--- src/rtl/data_mem_stage_if.sv ---
// Bundle between data_mem_stage, the PSR1 register, the
// register file and the data RAM. Optional: DCACHE_STATS_EN.
interface data_mem_stage_if #(
   parameter int D_WIDTH = 8,
   parameter int A_WIDTH = 8
);
   logic               psr1_valid;
   logic [1:0]         psr1_op;
   logic [3:0]         psr1_rd;
   logic [D_WIDTH-1:0] psr1_res;
   logic [D_WIDTH-1:0] psr1_sdata;
   logic [2:0]         psr1_flags;
   logic               stall;
   logic               wb_en;
   logic [3:0]         wb_addr;
   logic [D_WIDTH-1:0] wb_data;
   logic [2:0]         flags_out;
   logic               ram_req;
   logic               ram_rw;
   logic [A_WIDTH-1:0] ram_addr;
   logic [D_WIDTH-1:0] ram_wdata;
   logic [D_WIDTH-1:0] ram_rdata;
   logic               ram_ack;
`ifdef DCACHE_STATS_EN
   logic [7:0]         hit_cnt;
   logic [7:0]         miss_cnt;
`endif

   modport slave (
      input  psr1_valid, psr1_op, psr1_rd,
      input  psr1_res, psr1_sdata, psr1_flags,
      input  ram_rdata, ram_ack,
      output stall, wb_en, wb_addr, wb_data,
      output flags_out,
`ifdef DCACHE_STATS_EN
      output hit_cnt, miss_cnt,
`endif
      output ram_req, ram_rw, ram_addr, ram_wdata
   );

   modport master (
      output psr1_valid, psr1_op, psr1_rd,
      output psr1_res, psr1_sdata, psr1_flags,
      output ram_rdata, ram_ack,
      input  stall, wb_en, wb_addr, wb_data,
      input  flags_out,
`ifdef DCACHE_STATS_EN
      input  hit_cnt, miss_cnt,
`endif
      input  ram_req, ram_rw, ram_addr, ram_wdata
   );
endinterface

--- src/rtl/data_mem_stage.sv ---
// Pipeline stage 3: direct-mapped write-through D-cache,
// RAM access and write-back. Optional: DCACHE_STATS_EN.
module data_mem_stage #(
   parameter int D_WIDTH  = 8,
   parameter int A_WIDTH  = 8,
   parameter int IDX_BITS = 2
) (
   input logic             g_clk,
   input logic             g_clr,
   data_mem_stage_if.slave bus
);
   localparam int LINES = 1 << IDX_BITS;
   localparam int TAG_W = A_WIDTH - IDX_BITS;

   typedef enum logic [1:0] {
      IDLE,
      RD_MISS,
      WR_THRU
   } state_t;

   state_t state_q, state_d;

   logic [LINES-1:0]   valid_q, valid_d;
   logic [TAG_W-1:0]   tag_q [LINES];
   logic [TAG_W-1:0]   tag_d [LINES];
   logic [D_WIDTH-1:0] data_q [LINES];
   logic [D_WIDTH-1:0] data_d [LINES];

   logic               wb_en_q, wb_en_d;
   logic [3:0]         wb_addr_q, wb_addr_d;
   logic [D_WIDTH-1:0] wb_data_q, wb_data_d;
   logic [2:0]         flags_q, flags_d;
   logic               ram_req_q, ram_req_d;
   logic               ram_rw_q, ram_rw_d;
   logic [A_WIDTH-1:0] ram_addr_q, ram_addr_d;
   logic [D_WIDTH-1:0] ram_wdata_q, ram_wdata_d;
   logic [3:0]         pend_rd_q, pend_rd_d;
   logic [2:0]         pend_fl_q, pend_fl_d;
   logic               stall_c;

`ifdef DCACHE_STATS_EN
   logic [7:0] hit_q, hit_d;
   logic [7:0] miss_q, miss_d;
`endif

   logic [A_WIDTH-1:0]  addr;
   logic [IDX_BITS-1:0] idx;
   logic [TAG_W-1:0]    tag;
   logic [IDX_BITS-1:0] f_idx;
   logic [TAG_W-1:0]    f_tag;
   logic                hit;
   logic                live;
   logic                is_alu;
   logic                is_ld;
   logic                is_st;

   assign addr  = bus.psr1_res[A_WIDTH-1:0];
   assign idx   = addr[IDX_BITS-1:0];
   assign tag   = addr[A_WIDTH-1:IDX_BITS];
   assign f_idx = ram_addr_q[IDX_BITS-1:0];
   assign f_tag = ram_addr_q[A_WIDTH-1:IDX_BITS];
   assign hit   = valid_q[idx] && (tag_q[idx] == tag);
   assign live  = bus.psr1_valid && (state_q == IDLE);
   assign is_alu = live && (bus.psr1_op == 2'b00);
   assign is_ld  = live && (bus.psr1_op == 2'b01);
   assign is_st  = live && (bus.psr1_op == 2'b10);

   // Next-state, cache update and stall decode
   always_comb begin
      state_d     = state_q;
      valid_d     = valid_q;
      tag_d       = tag_q;
      data_d      = data_q;
      wb_en_d     = 1'b0;
      wb_addr_d   = wb_addr_q;
      wb_data_d   = wb_data_q;
      flags_d     = flags_q;
      ram_req_d   = ram_req_q;
      ram_rw_d    = ram_rw_q;
      ram_addr_d  = ram_addr_q;
      ram_wdata_d = ram_wdata_q;
      pend_rd_d   = pend_rd_q;
      pend_fl_d   = pend_fl_q;
      stall_c     = 1'b0;
`ifdef DCACHE_STATS_EN
      hit_d  = hit_q;
      miss_d = miss_q;
      if (is_ld || is_st) begin
         if (hit) begin
            if (hit_q != 8'hFF) hit_d = hit_q + 8'd1;
         end else begin
            if (miss_q != 8'hFF) miss_d = miss_q + 8'd1;
         end
      end
`endif
      unique case (state_q)
         IDLE: begin
            unique case (1'b1)
               is_alu: begin
                  wb_en_d   = 1'b1;
                  wb_addr_d = bus.psr1_rd;
                  wb_data_d = bus.psr1_res;
                  flags_d   = bus.psr1_flags;
               end
               (is_ld && hit): begin
                  wb_en_d   = 1'b1;
                  wb_addr_d = bus.psr1_rd;
                  wb_data_d = data_q[idx];
                  flags_d   = bus.psr1_flags;
               end
               (is_ld && !hit): begin
                  stall_c    = 1'b1;
                  state_d    = RD_MISS;
                  ram_req_d  = 1'b1;
                  ram_rw_d   = 1'b1;
                  ram_addr_d = addr;
                  pend_rd_d  = bus.psr1_rd;
                  pend_fl_d  = bus.psr1_flags;
               end
               is_st: begin
                  stall_c     = 1'b1;
                  state_d     = WR_THRU;
                  ram_req_d   = 1'b1;
                  ram_rw_d    = 1'b0;
                  ram_addr_d  = addr;
                  ram_wdata_d = bus.psr1_sdata;
                  pend_fl_d   = bus.psr1_flags;
                  if (hit) data_d[idx] = bus.psr1_sdata;
               end
               default: ;
            endcase
         end
         RD_MISS: begin
            stall_c = !bus.ram_ack;
            if (bus.ram_ack) begin
               valid_d[f_idx] = 1'b1;
               tag_d[f_idx]   = f_tag;
               data_d[f_idx]  = bus.ram_rdata;
               wb_en_d        = 1'b1;
               wb_addr_d      = pend_rd_q;
               wb_data_d      = bus.ram_rdata;
               flags_d        = pend_fl_q;
               ram_req_d      = 1'b0;
               state_d        = IDLE;
            end
         end
         WR_THRU: begin
            stall_c = !bus.ram_ack;
            if (bus.ram_ack) begin
               flags_d   = pend_fl_q;
               ram_req_d = 1'b0;
               state_d   = IDLE;
            end
         end
         default: state_d = IDLE;
      endcase
   end

   // State, cache and output registers
   always_ff @(posedge g_clk or negedge g_clr) begin
      if (!g_clr) begin
         state_q     <= IDLE;
         valid_q     <= '0;
         for (int i = 0; i < LINES; i++) begin
            tag_q[i]  <= '0;
            data_q[i] <= '0;
         end
         wb_en_q     <= 1'b0;
         wb_addr_q   <= '0;
         wb_data_q   <= '0;
         flags_q     <= '0;
         ram_req_q   <= 1'b0;
         ram_rw_q    <= 1'b1;
         ram_addr_q  <= '0;
         ram_wdata_q <= '0;
         pend_rd_q   <= '0;
         pend_fl_q   <= '0;
      end else begin
         state_q     <= state_d;
         valid_q     <= valid_d;
         tag_q       <= tag_d;
         data_q      <= data_d;
         wb_en_q     <= wb_en_d;
         wb_addr_q   <= wb_addr_d;
         wb_data_q   <= wb_data_d;
         flags_q     <= flags_d;
         ram_req_q   <= ram_req_d;
         ram_rw_q    <= ram_rw_d;
         ram_addr_q  <= ram_addr_d;
         ram_wdata_q <= ram_wdata_d;
         pend_rd_q   <= pend_rd_d;
         pend_fl_q   <= pend_fl_d;
      end
   end

`ifdef DCACHE_STATS_EN
   // Saturating hit/miss counters
   always_ff @(posedge g_clk or negedge g_clr) begin
      if (!g_clr) begin
         hit_q  <= '0;
         miss_q <= '0;
      end else begin
         hit_q  <= hit_d;
         miss_q <= miss_d;
      end
   end

   assign bus.hit_cnt  = hit_q;
   assign bus.miss_cnt = miss_q;
`endif

   assign bus.stall     = stall_c;
   assign bus.wb_en     = wb_en_q;
   assign bus.wb_addr   = wb_addr_q;
   assign bus.wb_data   = wb_data_q;
   assign bus.flags_out = flags_q;
   assign bus.ram_req   = ram_req_q;
   assign bus.ram_rw    = ram_rw_q;
   assign bus.ram_addr  = ram_addr_q;
   assign bus.ram_wdata = ram_wdata_q;
endmodule
--- src/flat_wrapper.sv ---
// flat-port wrapper written by rule: the top's interface ports become plain ports
module data_mem_stage_flat 
#(
   parameter int D_WIDTH  = 8,
   parameter int A_WIDTH  = 8,
   parameter int IDX_BITS = 2
)
  (g_clk, g_clr, bus_psr1_valid, bus_psr1_op, bus_psr1_rd, bus_psr1_res, bus_psr1_sdata, bus_psr1_flags, bus_ram_rdata, bus_ram_ack, bus_stall, bus_wb_en, bus_wb_addr, bus_wb_data, bus_flags_out, bus_ram_req, bus_ram_rw, bus_ram_addr, bus_ram_wdata);
  data_mem_stage_if #(.D_WIDTH(D_WIDTH), .A_WIDTH(A_WIDTH)) bus_i ();
  input logic g_clk;
  input logic g_clr;
  input wire logic [$bits(bus_i.psr1_valid)-1:0] bus_psr1_valid;
  input wire logic [$bits(bus_i.psr1_op)-1:0] bus_psr1_op;
  input wire logic [$bits(bus_i.psr1_rd)-1:0] bus_psr1_rd;
  input wire logic [$bits(bus_i.psr1_res)-1:0] bus_psr1_res;
  input wire logic [$bits(bus_i.psr1_sdata)-1:0] bus_psr1_sdata;
  input wire logic [$bits(bus_i.psr1_flags)-1:0] bus_psr1_flags;
  input wire logic [$bits(bus_i.ram_rdata)-1:0] bus_ram_rdata;
  input wire logic [$bits(bus_i.ram_ack)-1:0] bus_ram_ack;
  output wire logic [$bits(bus_i.stall)-1:0] bus_stall;
  output wire logic [$bits(bus_i.wb_en)-1:0] bus_wb_en;
  output wire logic [$bits(bus_i.wb_addr)-1:0] bus_wb_addr;
  output wire logic [$bits(bus_i.wb_data)-1:0] bus_wb_data;
  output wire logic [$bits(bus_i.flags_out)-1:0] bus_flags_out;
  output wire logic [$bits(bus_i.ram_req)-1:0] bus_ram_req;
  output wire logic [$bits(bus_i.ram_rw)-1:0] bus_ram_rw;
  output wire logic [$bits(bus_i.ram_addr)-1:0] bus_ram_addr;
  output wire logic [$bits(bus_i.ram_wdata)-1:0] bus_ram_wdata;
  assign bus_i.psr1_valid = bus_psr1_valid;
  assign bus_i.psr1_op = bus_psr1_op;
  assign bus_i.psr1_rd = bus_psr1_rd;
  assign bus_i.psr1_res = bus_psr1_res;
  assign bus_i.psr1_sdata = bus_psr1_sdata;
  assign bus_i.psr1_flags = bus_psr1_flags;
  assign bus_i.ram_rdata = bus_ram_rdata;
  assign bus_i.ram_ack = bus_ram_ack;
  assign bus_stall = bus_i.stall;
  assign bus_wb_en = bus_i.wb_en;
  assign bus_wb_addr = bus_i.wb_addr;
  assign bus_wb_data = bus_i.wb_data;
  assign bus_flags_out = bus_i.flags_out;
  assign bus_ram_req = bus_i.ram_req;
  assign bus_ram_rw = bus_i.ram_rw;
  assign bus_ram_addr = bus_i.ram_addr;
  assign bus_ram_wdata = bus_i.ram_wdata;
  data_mem_stage #(.D_WIDTH(D_WIDTH), .A_WIDTH(A_WIDTH), .IDX_BITS(IDX_BITS)) u_core (.g_clk(g_clk), .g_clr(g_clr), .bus(bus_i));
endmodule
--- config.mk ---
export PLATFORM = sky130hd
export DESIGN_NAME = data_mem_stage_flat
export DESIGN_NICKNAME = d
export VERILOG_FILES = /design/src/rtl/data_mem_stage_if.sv /design/src/rtl/data_mem_stage.sv /design/src/flat_wrapper.sv
export SDC_FILE = /design/constraint.sdc
export NUM_CORES = 1
export LEC_CHECK = 0
export ABC_AREA = 1
export BUFFER_PORTS_ARGS = -buffer_cell sky130_fd_sc_hd__clkbuf_2
export CAP_MARGIN = 10
export CORE_ASPECT_RATIO = 0.8
export CORE_MARGIN = 2
export CORE_UTILIZATION = 26
export DETAILED_ROUTE_END_ITERATION = 8
export PLACE_DENSITY = 0.44
export SETUP_SLACK_MARGIN = 0.15
export SLEW_MARGIN = 40
export SYNTH_ARGS = -nofsm -noshare
export SYNTH_HDL_FRONTEND = slang
export SYNTH_SLANG_ARGS = --single-unit
--- constraint.sdc ---
create_clock -name g_clk -period 3.4 [get_ports g_clk]
set_clock_uncertainty 0.2 [all_clocks]
set_input_delay 0 -clock g_clk [delete_from_list [all_inputs] [get_ports g_clk]]
set_output_delay 0 -clock g_clk [all_outputs]
set_load 0.02 [all_outputs]
==> results by group, run 1 <==
Logic synthesis
  • Most frequent cell after synthesis: nand2_1
  • Yosys cell types: 37
  • Post-synthesis mux area share: 0.005507
  • Xor/xnor cell area share of the yosys netlist: 0
  • Synthesized flop and latch total: 103
  • Simple-gate portion of the synthesized area: 0.2570
  • Synth top area share: 0.4681
  • Seq/Total Area, Yosys: 0.4729
  • Syn Inst Count: 661
  • Synth Area per Inst: 8.249 sq um
  • Synth area leader: dfrtp_1
  • Ys async rst share: 1.000
  • EDFF count, synth: 0
  • Main combinational cell family by area after synthesis: simple AND/OR/NAND/NOR gates
  • Adder-cell share of the synthesized area: 0.006884
  • Post-synth net total: 701
  • Most frequent cells after synthesis: nand2_1, dfrtp_1, inv_1, o21ai_0, nand3_1
  • Netlist Area Pre-Place: 5453 sq um
  • Top_reg_cell synth: dfrtp_1
  • Area fraction in compound gates after synthesis: 0.1843
  • Synth top area cells: dfrtp_1, nand2_1, o21ai_2
  • Synth warnings: 0

Drt
  • Routed WL: 16.64 mm
  • Iter 0 DRT Violations: 250
  • Antenna-violating nets left: 0
  • DR vias/cell: 4.568
  • Mean routed wirelength per cell: 16.02 um
  • DRT Pass-1 Iters: 5
  • DRC violations left: 0
  • Routed via count: 4746

Clock network
  • Clock slew at reported path FFs: 60 ps
  • CTS tree: built
  • Post-cts repair resize count: 0
  • H-tree Lvls: 3
  • CTS sink cnt: 103
  • CTS Buf Count: 9
  • Root Driver: clkbuf_16
  • Maximum clock insertion buffer count: 2
  • Skew-Pair Late Insertion Delay: 350 ps

Floorplan
  • Die Footprint: 22150 sq um
  • Die W: 165.9 um
  • Ports: 72
  • Num rows: 47
  • Die H: 133.5 um
  • Core area: 20640 sq um
  • Initial cell density of the core: 0.2642

Global routing
  • First-pass GRT wire length: 26.89 mm
  • Initial antenna violation count: 0
  • Pin count of the biggest net entering global routing: 58
  • Number of global-route vias before repair: 4737
  • Gr usage total: 0.1564
  • GRT met1 Usage: 0.2331
  • Met3 Track Usage GR: 0.02614
  • Most used routing layer in global routing: met2
  • Total grt overflow: 0
  • Met2 Use GR: 0.2333

Timing
  • Pins Over Slew Limit: 0
  • Final hold violations: 1
  • RSZ-0062 raised after global routing: no
  • Setup Total Neg Slack: 0 ps
  • Fin crit share: 0.8215
  • Max frequency: 358.0 MHz
  • Post-route minimum period: 2793 ps
  • Final WS setup: 607.0 ps
  • Setup violators final: 0
  • Slew margin rel.: 0.5281
  • Actual slew at the worst max-slew pin: 707.1 ps
  • Hold WS: -1.623 ps

Power and ir drop
  • Cell Int Power: 2.898 mW
  • Reg power frac: 0.399
  • Clock power share: 0.190
  • Part of the power in combinational logic: 0.411
  • Sw frac: 0.4221
  • Pwr dens: 748.4 nW/um^2
  • LEAKAGE: 3.356 nW
  • VDD IR max: 383.3 uV
  • Switch Pwr: 2.117 mW

Finish
  • Multi-input gate area: 2476 sq um
  • Layout cell share with drive strength beyond 1: 0.2156
  • FF+latch area: 2579 sq um
  • Area added between synthesis and finish: 22.92%
  • Fill count: 2152
  • Ant diodes: 0
  • # nets final: 805

Status
  • Status: finished, violations left
  • Failing checks: hold timing

Setup path
  • Reg2reg start: u_core.state_q[0]
  • Startpoint types: flip-flop
  • Worst endpoint required time: 3200 ps
  • CP Capture Point: bus_stall
  • WP data arrival: 2590 ps
  • Critical path class: reg2out
  • Launch point of the worst path: u_core.tag_q[3]
  • Crit Path Max Fanout: 24
  • Critical Path End Type: output port
  • Worst reg2reg path endpoint: u_core.data_q[2]
  • Flop-to-flop setup slack: 740 ps
  • R2r worst-path depth: 9

Placement
  • DP HPWL: 11.72 mm
  • Post-Place Setup Slack: 708.7 ps
  • RePlAce Congestion: 0.7672
  • Port Buf Inserts: 71

Run
  • Max Cap Viol: 0

Hold path
  • Worst min-delay path class: in2async
==> how the worst min path moves through the flow <==
| stage | depth (start not counted) | slack, ps | endpoint |
|---|---|---|---|
| 2_1_floorplan | 0 | -500 | u_core.bus.flags_out[0] |
| 3_3_place_gp | 1 | -120 | u_core.pend_fl_q[2] |
| 3_5_place_dp | 1 | -130 | u_core.pend_fl_q[2] |
| 4_1_cts | 5 | 20 | u_core.bus.ram_rw |
| 5_1_grt | 5 | 50 | u_core.bus.ram_rw |
| 6_report | 2 | -2 | u_core.pend_fl_q[2] |
==> cell families (layout without fill, tap and decap cells) <==
| family | after synthesis | after routing |
|---|---|---|
| muxes | 3 | 3 |
| adders and majority gates | 3 | 3 |
| DFF | 103 | 103 |
| AOI/OAI and AO/OA | 144 | 144 |
| buffers and inverters | 84 | 193 |
| and+or+nand+nor | 324 | 324 |
==> critical path, cell delays in order (launching register included) <==
cell and delay (ps):
dfrtp_1 380, nand2_1 80, nand2_1 90, nand2_1 80, nand2_1 60, nand2_1 70
nand2_1 60, nor2_1 120, nand2_2 120, o21ai_4 280, nand2_2 370, o21bai_1 300
inv_1 70, clkbuf_2 160
==> stage by stage <==
stage / util / std cells / instance area (sq um) / total power, mW
floorplan: - / 661 / 5453 / 3.375
global placement: 0.2936 / 985 / 6061 / 4.055
detailed placement: 0.2936 / 985 / 6061 / 4.047
CTS: 0.3246 / 1039 / 6700 / 5.066
global route: 0.3247 / 1039 / 6703 / 5.442
finish: 0.3247 / 1039 / 6703 / 5.016
==> metal layers <==
metal,vias up,share of wire
met5,-,0
met2,128,0.42
met1,2229,0.52
li1,2372,-
met3,17,0.038
met4,0,0.013
==> power groups by stage <==
stage	registers, mW	logic (mW)	clock network (mW)
detailed placement	2.01	2.03	0
global placement	2.02	2.03	0
CTS	2.00	2.08	0.987
finish	2.00	2.06	0.953
floorplan	2.18	1.19	0
global route	2.07	2.33	1.04
==> state kept, by name, summed over array words and instances (netlist names) <==
name and count:
u_core.state_q 2, u_core.valid_q 4, u_core.pend_rd_q 4, u_core.bus.wb_addr 4, u_core.tag_q 24, u_core.data_q 32
u_core.bus.ram_wdata 8, u_core.bus.ram_req 1, u_core.bus.ram_addr 8, u_core.bus.wb_data 8, u_core.bus.wb_en 1, u_core.bus.flags_out 3
u_core.bus.ram_rw 1, u_core.pend_fl_q 3
==> layout make-up <==
type	count	area share
clock buffer	12	0.03528
inverter	57	0.03267
timing repair buffer	120	0.1243
sequential	103	0.3847
multi-input combinational	474	0.3694
tap	269	0.05021
clock inverter	4	0.003360
==> layout by cell type, fill, tap and decap left out, drive strengths merged <==
| cell type | n |
|---|---|
| a21oi | 14 |
| a221oi | 2 |
| a22oi | 35 |
| a32oi | 3 |
| buf | 12 |
| clkbuf | 82 |
| clkinv | 3 |
| clkinvlp | 1 |
| dfrtp | 102 |
| dfstp | 1 |
| dlygate4sd3 | 38 |
| ha | 3 |
| inv | 57 |
| mux2i | 3 |
| nand2 | 253 |
| nand3 | 40 |
| nand3b | 2 |
| nand4 | 1 |
| nor2 | 23 |
| nor3 | 4 |
| o211ai | 1 |
| o21a | 2 |
| o21ai | 86 |
| o21bai | 1 |
| or2 | 1 |
==> repair_timing <==
| action | 4_1_cts | 5_1_grt |
|---|---|---|
| setup buffers | 0 | 0 |
| endpoints found under the setup margin | 0 | 0 |
| endpoints found under the hold margin | 119 | 0 |
| hold buffers | 38 | 0 |
(Power assumes the default switching activity.)
==> run 2, diff against run 1 <==
clock period = 2.85 ns   (was 3.4 ns; I/O delays follow)
==> results by group, run 2 (synthesis results as in run 1) <==
Status
  • Status: finished, final reports clean

Setup path
  • Flop-to-flop setup slack: 390 ps (-350 ps)
  • WP data arrival: 2510 ps (-80 ps)
  • R2r worst-path depth: 7 (-2)
  • Critical path class: reg2reg
  • Crit Path Max Fanout: 16 (-33%)
  • Startpoint types: flip-flop
  • Worst reg2reg path endpoint: u_core.data_q[25]
  • Worst endpoint required time: 2900 ps (-300 ps)
  • Critical Path End Type: flip-flop
  • Reg2reg start: u_core.state_q[0]

Power and ir drop
  • Pwr dens: 928.5 nW/um^2 (+24%)
  • VDD IR max: 470.7 uV (+23%)
  • Total power after layout: 6.442 mW (+28%)
  • LEAKAGE: 3.493 nW (+4.1%)

Finish
  • Ant diodes: 0 (unchanged)
  • Layout cell share with drive strength beyond 1: 0.2255 (+0.009893)
  • Largest reg by FF count: u_core.data_q
  • Area added between synthesis and finish: 27.24%
  • Most frequent cells in the layout: nand2_1, dfrtp_1, clkbuf_2, inv_1, o21ai_0
  • Commonest non-fill, non-tap cell in the layout: nand2_1
  • # nets final: 820 (+1.9%)
  • Largest register FFs: 32 (unchanged)
  • Biggest regs: u_core.data_q x32, u_core.tag_q x24

Clock network
  • Post-cts repair resize count: 0 (unchanged)
  • Clock slew at reported path FFs: 80 ps (+20 ps)
  • CTS Buf Count: 9 (unchanged)
  • Number of hold buffers added after cts: 45 (+18%)
  • Root Driver: clkbuf_16
  • Post-CTS setup buffer count: 0 (unchanged)
  • Skew-Pair Late Insertion Delay: 360 ps (about the same)
  • Maximum clock insertion buffer count: 2 (unchanged)
  • CTS sink cnt: 103 (unchanged)
  • H-tree Lvls: 3 (unchanged)
  • CTS tree: built

Drt
  • DRT Pass-1 Iters: 5 (unchanged)
  • DRC violations left: 0 (unchanged)
  • DR vias/cell: 4.496 (-1.6%)
  • Routed via count: 4739 (-0.15%)
  • Iter 0 DRT Violations: 326 (+30%)
  • Mean routed wirelength per cell: 15.89 um (-0.82%)
  • Antenna-violating nets left: 0 (unchanged)
  • Routed WL: 16.74 mm (+0.61%)

Global routing
  • First-pass GRT wire length: 27.10 mm (+0.77%)
  • Gr usage total: 0.1570 (+0.0006674)
  • Number of global-route vias before repair: 4668 (-1.5%)
  • Initial antenna violation count: 0 (unchanged)
  • Pin count of the biggest net entering global routing: 55 (-5.2%)
  • Total grt overflow: 0 (unchanged)

Timing
  • Actual slew at the worst max-slew pin: 624.6 ps (-82.52 ps)
  • Pins Over Slew Limit: 0 (unchanged)
  • Fin crit share: 0.8639
  • Slew margin rel.: 0.5816 (+0.05352)
  • Setup Total Neg Slack: 0 ps (unchanged)
  • Final hold violations: 0 (-1)
  • RSZ-0062 raised after global routing: no
  • Setup violators final: 0 (unchanged)
  • Max frequency: 406.1 MHz
  • Post-route minimum period: 2462 ps
  • Hold WS: 21.90 ps (+23.53 ps)

Floorplan
  • Num rows: 47 (unchanged)
  • Initial cell density of the core: 0.2642 (unchanged)
  • Die W: 165.9 um (unchanged)
  • Die Footprint: 22150 sq um (unchanged)
  • Core area: 20640 sq um (unchanged)
  • Ports: 72 (unchanged)
  • Die H: 133.5 um (unchanged)

Hold path
  • Worst min-delay path class: in2reg
  • Hold path cells: 3
  • Worst Hold Launch: bus_psr1_res[0]
  • Worst Hold Path EP: u_core.bus.ram_addr[0]

Placement
  • DP HPWL: 11.83 mm (+0.95%)
  • RePlAce Congestion: 0.7996 (+4.2%)
  • Port Buf Inserts: 71 (unchanged)

Run
  • Max Cap Viol: 0 (unchanged)
==> run 2: cell count changes in the layout (fill, tap and decap cells not counted), moves of 2 or more <==
cell and delta:
buf_4 +8, bufinv_16 +3, clkbuf_1 -3, clkbuf_8 +2
clkinv_2 -2, dlygate4sd3_1 +6
==> run 2: per-stage QoR <==
step	setup WS (ps)	instances	utilization	instance area, sq um
global route	155.4	1054	0.3361	6938
floorplan	513.1	661	-	5453
detailed placement	407.6	993	0.2965	6121
CTS	397.2	1054	0.3361	6938
global placement	422.7	993	0.2965	6121
finish	387.8	1054	0.3361	6938
==> run 2: report_power, final <==
group | leakage [nW] | switching, mW | total [mW] | internal, mW
sequential | 1.33 | 0.349 | 2.39 | 2.04
clock | 0.176 | 0.585 | 1.49 | 0.908
combinational | 1.99 | 1.65 | 2.56 | 0.912
total | 3.49 | 2.58 | 6.44 | 3.86
==> run 2: layout make-up <==
type,count,area [sq um]
flip-flops and latches,103,2579
well taps,269,336.6
multi-input cells,474,2474
repair buffers,135,973.4
fillers,2166,13700
clock buffers,11,252.7
clock inverters,5,103.9
inverters,57,219.0
==> run 2: worst max path at each step <==
stage,cells past startpoint,endpoint,start
5_1_grt,13,u_core.pend_rd_q[1],u_core.tag_q[3]
3_5_place_dp,9,u_core.data_q[15],u_core.state_q[0]
6_report,7,u_core.data_q[25],u_core.state_q[0]
4_1_cts,9,u_core.data_q[15],u_core.state_q[0]
2_1_floorplan,11,u_core.data_q[6],u_core.state_q[0]
3_3_place_gp,16,u_core.bus.wb_data[0],bus_psr1_res[0]
==> run 2: critical path: stages, from the launching register on <==
cell and delay, ps:
dfrtp_1 420, ha_1 270, buf_4 220, nor3_1 540, a21oi_1 110, nand3b_4 360, nand2_1 170, o21ai_2 60
==> run 2: metal layers <==
| layer | vias to the layer above | global-route usage | wire length [um] |
|---|---|---|---|
| met3 | 13 | 0.03595 | 704 |
| met1 | 2210 | 0.2317 | 8751 |
| li1 | 2409 | - | - |
| met2 | 107 | 0.2363 | 7146 |
| met5 | - | 0 | 0 |
| met4 | 0 | 0.02947 | 142 |
